==> src/rtl/rom_arbiter.sv <==
// ROM client read arbiter (round-robin, one outstanding SDRAM read) plus IOCTL download word packer/writer.
// Optional one-entry per-channel read cache when ROM_ARBITER_CACHE_EN is defined.
module rom_arbiter #(
  parameter int unsigned          NUM_CH     = 4,
  parameter int unsigned          CH_AW      = 20,
  parameter logic [NUM_CH*23-1:0] CH_OFFSETS = '0,
  parameter logic [15:0]          DL_INDEX   = 16'd0
) (
  input  logic                    clk,
  input  logic                    reset_n,
  input  logic [NUM_CH-1:0]       ch_req,
  input  logic [NUM_CH*CH_AW-1:0] ch_addr,
  output logic [31:0]             ch_data,
  output logic [NUM_CH-1:0]       ch_valid,
  input  logic [24:0]             ioctl_addr,
  input  logic [7:0]              ioctl_data,
  input  logic [15:0]             ioctl_index,
  input  logic                    ioctl_wr,
  input  logic                    ioctl_download,
  output logic [22:0]             sdram_addr,
  output logic [31:0]             sdram_data,
  output logic                    sdram_we,
  output logic                    sdram_req,
  input  logic                    sdram_ack,
  input  logic                    sdram_valid,
  input  logic [31:0]             sdram_q
);
  localparam int unsigned SAW = 23;
  localparam int unsigned PW  = (NUM_CH > 1) ? $clog2(NUM_CH) : 1;

  typedef enum logic [2:0] {IDLE, RD_REQ, RD_WAIT, DL, DL_WR} state_t;

  state_t            state, state_n;
  logic [PW-1:0]     ptr, ptr_n, grant, grant_n, idx;
  logic [SAW-1:0]    sdram_addr_n;
  logic [31:0]       sdram_data_n, ch_data_n, pack, pack_n;
  logic              sdram_we_n, sdram_req_n, found;
  logic [NUM_CH-1:0] ch_valid_n, req_eff;
  logic [SAW-1:0]    full_addr [NUM_CH];
  logic              hit_found;
  logic [PW-1:0]     hit_idx;
  logic [31:0]       hit_data;

  // A channel whose valid pulse is out this cycle is not re-served while its client lets go.
  assign req_eff = ch_req & ~ch_valid;

  always_comb begin
    for (int i = 0; i < int'(NUM_CH); i++)
      full_addr[i] = CH_OFFSETS[SAW*i +: SAW] + SAW'(ch_addr[CH_AW*i +: CH_AW]);
  end

`ifdef ROM_ARBITER_CACHE_EN
  logic [NUM_CH-1:0] c_valid;
  logic [CH_AW-1:0]  c_tag  [NUM_CH];
  logic [31:0]       c_data [NUM_CH];
  logic [CH_AW-1:0]  rd_addr;
  logic              dl_q, fill;

  // Lowest-index hit wins: the descending scan leaves the smallest match.
  always_comb begin
    hit_found = 1'b0;
    hit_idx   = '0;
    hit_data  = '0;
    for (int i = int'(NUM_CH) - 1; i >= 0; i--) begin
      if (req_eff[i] && c_valid[i] && (c_tag[i] == ch_addr[CH_AW*i +: CH_AW])) begin
        hit_found = 1'b1;
        hit_idx   = PW'(i);
        hit_data  = c_data[i];
      end
    end
  end

  assign fill = (state == RD_WAIT) && sdram_valid && ch_req[grant];

  always_ff @(posedge clk or negedge reset_n) begin
    if (!reset_n) begin
      c_valid <= '0;
      dl_q    <= 1'b0;
      rd_addr <= '0;
    end else begin
      dl_q <= ioctl_download;
      if (state == IDLE && state_n == RD_REQ)
        rd_addr <= ch_addr[CH_AW*grant_n +: CH_AW];
      if (ioctl_download && !dl_q)
        c_valid <= '0;
      if (fill)
        c_valid[grant] <= 1'b1;
    end
  end

  always_ff @(posedge clk) begin
    if (fill) begin
      c_tag[grant]  <= rd_addr;
      c_data[grant] <= sdram_q;
    end
  end
`else
  assign hit_found = 1'b0;
  assign hit_idx   = '0;
  assign hit_data  = '0;
`endif

  // Next-state and next-output logic; every output is registered below.
  always_comb begin
    state_n      = state;
    ptr_n        = ptr;
    grant_n      = grant;
    sdram_addr_n = sdram_addr;
    sdram_data_n = sdram_data;
    sdram_we_n   = sdram_we;
    sdram_req_n  = sdram_req;
    ch_data_n    = ch_data;
    ch_valid_n   = '0;
    pack_n       = pack;
    found        = 1'b0;
    idx          = '0;

    if ((state == DL || state == DL_WR) && ioctl_wr)
      pack_n[{ioctl_addr[1:0], 3'b000} +: 8] = ioctl_data;

    case (state)
      IDLE: begin
        if (ioctl_download) begin
          state_n = DL;
        end else if (hit_found) begin
          ch_data_n           = hit_data;
          ch_valid_n[hit_idx] = 1'b1;
        end else begin
          for (int k = 1; k <= int'(NUM_CH); k++) begin
            idx = PW'((int'(ptr) + k) % int'(NUM_CH));
            if (!found && req_eff[idx]) begin
              found   = 1'b1;
              grant_n = idx;
            end
          end
          if (found) begin
            sdram_addr_n = full_addr[grant_n];
            sdram_we_n   = 1'b0;
            sdram_req_n  = 1'b1;
            state_n      = RD_REQ;
          end
        end
      end
      RD_REQ: begin
        if (sdram_ack) begin
          sdram_req_n = 1'b0;
          ptr_n       = grant;
          state_n     = RD_WAIT;
        end
      end
      RD_WAIT: begin
        if (sdram_valid) begin
          state_n = IDLE;
          if (ch_req[grant]) begin
            ch_data_n         = sdram_q;
            ch_valid_n[grant] = 1'b1;
          end
        end
      end
      DL: begin
        if (ioctl_wr && ioctl_addr[1:0] == 2'd3 && ioctl_index == DL_INDEX) begin
          sdram_data_n = {ioctl_data, pack[23:0]};
          sdram_addr_n = ioctl_addr[24:2];
          sdram_we_n   = 1'b1;
          sdram_req_n  = 1'b1;
          state_n      = DL_WR;
        end else if (!ioctl_download) begin
          state_n = IDLE;
        end
      end
      DL_WR: begin
        if (sdram_ack) begin
          sdram_req_n = 1'b0;
          sdram_we_n  = 1'b0;
          state_n     = DL;
        end
      end
      default: state_n = IDLE;
    endcase
  end

  always_ff @(posedge clk or negedge reset_n) begin
    if (!reset_n) begin
      state      <= IDLE;
      ptr        <= PW'(NUM_CH - 1);
      grant      <= '0;
      sdram_addr <= '0;
      sdram_data <= '0;
      sdram_we   <= 1'b0;
      sdram_req  <= 1'b0;
      ch_data    <= '0;
      ch_valid   <= '0;
      pack       <= '0;
    end else begin
      state      <= state_n;
      ptr        <= ptr_n;
      grant      <= grant_n;
      sdram_addr <= sdram_addr_n;
      sdram_data <= sdram_data_n;
      sdram_we   <= sdram_we_n;
      sdram_req  <= sdram_req_n;
      ch_data    <= ch_data_n;
      ch_valid   <= ch_valid_n;
      pack       <= pack_n;
    end
  end

endmodule

==> config.mk <==
export PLATFORM = sky130hd
export DESIGN_NAME = rom_arbiter
export DESIGN_NICKNAME = d
export VERILOG_FILES = /design/src/rtl/rom_arbiter.sv
export SDC_FILE = /design/constraint.sdc
export NUM_CORES = 1
export LEC_CHECK = 0
export BUFFER_PORTS_ARGS = -buffer_cell sky130_fd_sc_hd__buf_4
export CAP_MARGIN = 20
export CORE_MARGIN = 3
export CORE_UTILIZATION = 40
export CTS_CLUSTER_SIZE = 12
export DETAILED_ROUTE_END_ITERATION = 10
export PLACE_DENSITY = 0.76
export RECOVER_POWER = 25
export SLEW_MARGIN = 20
export SYNTH_ARGS = -nofsm -noshare
export SYNTH_HDL_FRONTEND = slang
export SYNTH_SLANG_ARGS = --single-unit
export TNS_END_PERCENT = 100
==> constraint.sdc <==
create_clock -name clk -period 2.45 [get_ports clk]
set_input_delay 0.1225 -clock clk [delete_from_list [all_inputs] [get_ports clk]]
set_output_delay 0.1225 -clock clk [all_outputs]
set_load 0.02 [all_outputs]
==> summary by stage <==
Cells and area
The top cell types in the final layout, fill and taps aside, are buf_4, dfrtp_1, nand2_1. The share of post-route cells with drive strength above 1 is 0.464. The number of antenna repair diodes is 0. The most common cell after layout, fill and taps aside is buf_4. The layout overhead on the synthesized area is 58.0%. Fill cells in the final layout number about 1100. The post-layout utilization of the core is 0.653.

The final design instance area without fill is 0.00960 sq mm. The final layout contains just over 1000 nets.

STA
Across the routed clock network, the largest skew measured is roughly 0.011 ns. The final-report hold violation count is 0. Measured against its own limit, the worst slew margin works out to -0.142. The final critical path time including I/O delays and setup is 2.38 ns. Of the available clock period, the critical path in the final layout requires 0.973. The max-slew violation count is 125. The achievable frequency is between 400 and 500 MHz. The actual transition at the worst max-transition pin is between 1.5 and 2 ns. Setup violations remaining at the end of the flow were counted as 0.

Critical path
STA classifies the critical path startpoint as a flop. The highest-delay cell along the critical path is dfrtp_1. STA puts the critical path data required time at about 2.7 ns. In this design, the critical path's most frequently occurring cell is buf_4. The critical path is of the reg -> reg type. In this design, the stage delay of the slowest critical-path cell is between 0.4 and 0.5 ns. The depth of the worst register-to-register path is 9. STA puts the critical path data arrival time at around 2.7 ns.

Traced cell by cell, the critical path runs through or3b_1, nand2_1, a32oi_2, a221o_1, o311ai_2, buf_4, buf_4, nor3_1, or3_1. The kind of capture point of the worst setup path is a flop. The critical-path maximum fanout is 6.

Hold path
The worst hold path was traced through 3 stages. The type of the most critical hold path is in -> reg.

Synthesis
The most instantiated flip-flop cell in the synthesis netlist is dfrtp_1. The number of enable-type register cells in the synthesized netlist is 0. The gate count after technology mapping is 542. The net count after synthesis is approximately 720. The average instance area after synthesis is 11.2 sq um. The synthesized design contains 124 register bits. In this run, distinct cell masters in the synthesized netlist total 51. The share of the yosys chip area belonging to registers is 0.511. In the synthesized netlist the async set-or-reset flop fraction comes to 1.00. For this run, the number of Yosys warnings is 0. The synthesized netlist occupies a cell area of 0.00607 sq mm.

Floorplanning
The count of pins on the block boundary is approximately 260. Row generation in the floorplan step produced between 40 and 50 rows. In this run the horizontal extent of the chip is approximately 130 microns. The region available for standard cell placement spans around 0.015 sq mm.

For this configuration, the core starts out at a cell density of 0.413. The die area is 0.0167 sq mm. Measured along the y axis, the die boundary spans between 100 and 150 microns.

Detailed routing
The first routing iteration left 375 violations. In the final routed layout, each cell accounts on average for approximately 18 microns. The detail route stage leaves a number of antenna-violating nets equal to 0.

For this run, design rule violations remaining after detail routing come to 0. Wires add up to between 15000 and 20000 microns. The total vias in the final route is 5496. Dividing the detail-routed via count by the number of cells gives 5.19.

The length of the first detailed-routing pass in iterations is 4.

Global route
The global router's overall resource usage is 0.219. The number of antenna violations at the first check in global routing is 0. The first global-routing pass estimated 29000 microns of wire. The total global routing overflow is 0. The pin count of the biggest net entering global routing is ~130. The via count of the first global-routing pass came to approximately 5600.

Clocking
For this design, the sink count on the clock tree is roughly 120. TritonCTS built the clock tree. After clock tree synthesis, the clock-pin slew on the worst setup and hold paths is roughly 0.06 ns. The maximum level of the CTS H-tree is 4. The CTS root buffer is clkbuf_16. Buffers inserted during clock tree synthesis total 17. The clock passes through at most 2 buffers. The clock latency on the worst-skew pair is approximately 0.41 ns.

Placement
The HPWL after detailed placement is between 10000 and 15000 microns. The number of port buffers is between 200 and 300. The congestion estimate from routability-driven global placement came to around 0.88.

The cell area after placement is slightly above 0.008 sq mm.

Power
The power per cell area is 1080 mW/mm^2. The total chip power is ~10 mW. For this design the static power due to leakage is roughly 4.8 nW. The largest voltage drop on the vdd net is around 0.00083 V.

Flow run
The max-capacitance violation count is 1.

Outcome
The run finished, with violations left. The checks that failed: max-capacitance violations, max-slew violations.
[where the power goes]
group / internal, mW / switching, mW
Clock: 1.84 / 0.951
Sequential: 2.63 / 0.380
Combinational: 2.28 / 2.24
Total: 6.75 / 3.58
[through the flow]
stage          std cells  worst slack [ns]  hold slack, ns  TNS (ns)
2_1_floorplan        542            0.0491          -0.173         0
3_3_place_gp         973             0.118           0.289         0
3_5_place_dp         973            0.0117           0.283         0
4_1_cts             1052           0.00311         0.00602         0
5_1_grt             1059           -0.0217         0.00652   -0.0433
6_report            1059            0.0669          0.0246         0
[sequential cells by signal (all words and copies together) (netlist names)]
name        count
sdram_req       1
ch_valid        4
sdram_addr     23
ptr             2
sdram_data     32
pack           24
sdram_we        1
grant           2
ch_data        32
state           3
[final cells by class]
type                    count  area [sq um]  area share
clock buffers              18           439      0.0458
clock inverters            13           214      0.0223
inverters                   5          18.8     0.00196
multi-input cells         376          2790       0.291
flip-flops and latches    124          3110       0.324
well taps                 184           230      0.0240
repair buffers            339          2800       0.292
[worst max-delay path: cells and delay by family (launching register included)]
family          cells  cell delay (ns)
simple gates        4             0.89
buf+inv             2             0.34
compound gates      3             0.62
flops               1             0.41
[logic make-up (layout without fill, tap and decap cells)]
| group | after synthesis | after routing | share of synthesized area |
|---|---|---|---|
| buffers and inverters | 42 | 375 | 0.0389 |
| and+or+nand+nor | 187 | 187 | 0.157 |
| adders and majority gates | 5 | 5 | 0.0103 |
| muxes | 107 | 107 | 0.192 |
| DFF | 124 | 124 | 0.511 |
| AOI/OAI and AO/OA | 77 | 77 | 0.0910 |
[metal layers]
metal	vias up	track usage	wire length, microns
met5	-	0	0
met4	0	0.0581	200
met3	16	0.0709	1540
met2	211	0.372	9710
met1	2667	0.270	7330
li1	2602	-	-
[synth_stat cells (2+ instances only)]
| library cell | count | area share |
|---|---|---|
| nand3b_1 | 2 | 0.0025 |
| and2b_1 | 2 | 0.0025 |
| nand2b_1 | 8 | 0.0082 |
| dfrtp_1 | 122 | 0.50 |
| nor2_1 | 12 | 0.0074 |
| ha_1 | 5 | 0.010 |
| buf_2 | 12 | 0.0099 |
| clkbuf_1 | 13 | 0.0080 |
| dfstp_2 | 2 | 0.0087 |
| nor2b_1 | 2 | 0.0021 |
| nor3_1 | 52 | 0.043 |
| nand2_1 | 65 | 0.040 |
| a22o_1 | 23 | 0.033 |
| mux2_1 | 7 | 0.013 |
| mux2_2 | 59 | 0.11 |
| inv_1 | 4 | 0.0025 |
| buf_6 | 7 | 0.013 |
| nor4_1 | 6 | 0.0062 |
| nand3_1 | 4 | 0.0033 |
| buf_4 | 3 | 0.0037 |
| a21oi_1 | 9 | 0.0074 |
| nor3b_1 | 2 | 0.0025 |
| mux2i_1 | 40 | 0.066 |
| buf_1 | 2 | 0.0012 |
| or3_1 | 20 | 0.021 |
| o21ai_0 | 30 | 0.025 |
| and2_1 | 3 | 0.0031 |
| o31ai_1 | 3 | 0.0037 |
[path summary, 6_finish.rpt]
| kind | start | endpoint | slack, ns |
|---|---|---|---|
| max | ch_valid[3]$_DFF_PN0_ | sdram_addr[4]$_DFFE_PN0P_ | 0.07 |
| min | ioctl_addr[16] | sdram_addr[14]$_DFFE_PN0P_ | 0.02 |
| max reg2reg | ch_valid[3]$_DFF_PN0_ | sdram_addr[4]$_DFFE_PN0P_ | 0.07 |
| min reg2reg | pack[23]$_DFFE_PN0P_ | pack[23]$_DFFE_PN0P_ | 0.48 |
| max in group asynchronous | reset_n | pack[6]$_DFFE_PN0P_ | 0.54 |
| min in group asynchronous | reset_n | sdram_data[23]$_DFFE_PN0P_ | 0.77 |
[what timing repair did]
| action | 4_1_cts | 5_1_grt |
|---|---|---|
| setup buffers | 1 | 5 |
| hold buffers | 46 | 0 |
| resized for setup | 2 | 15 |
| endpoints found under the setup margin | 2 | 20 |
| endpoints found under the hold margin | 178 | 0 |
| cloned | 1 | 2 |
| pin swaps | 2 | 4 |
Power figures use the tool's default switching activity.
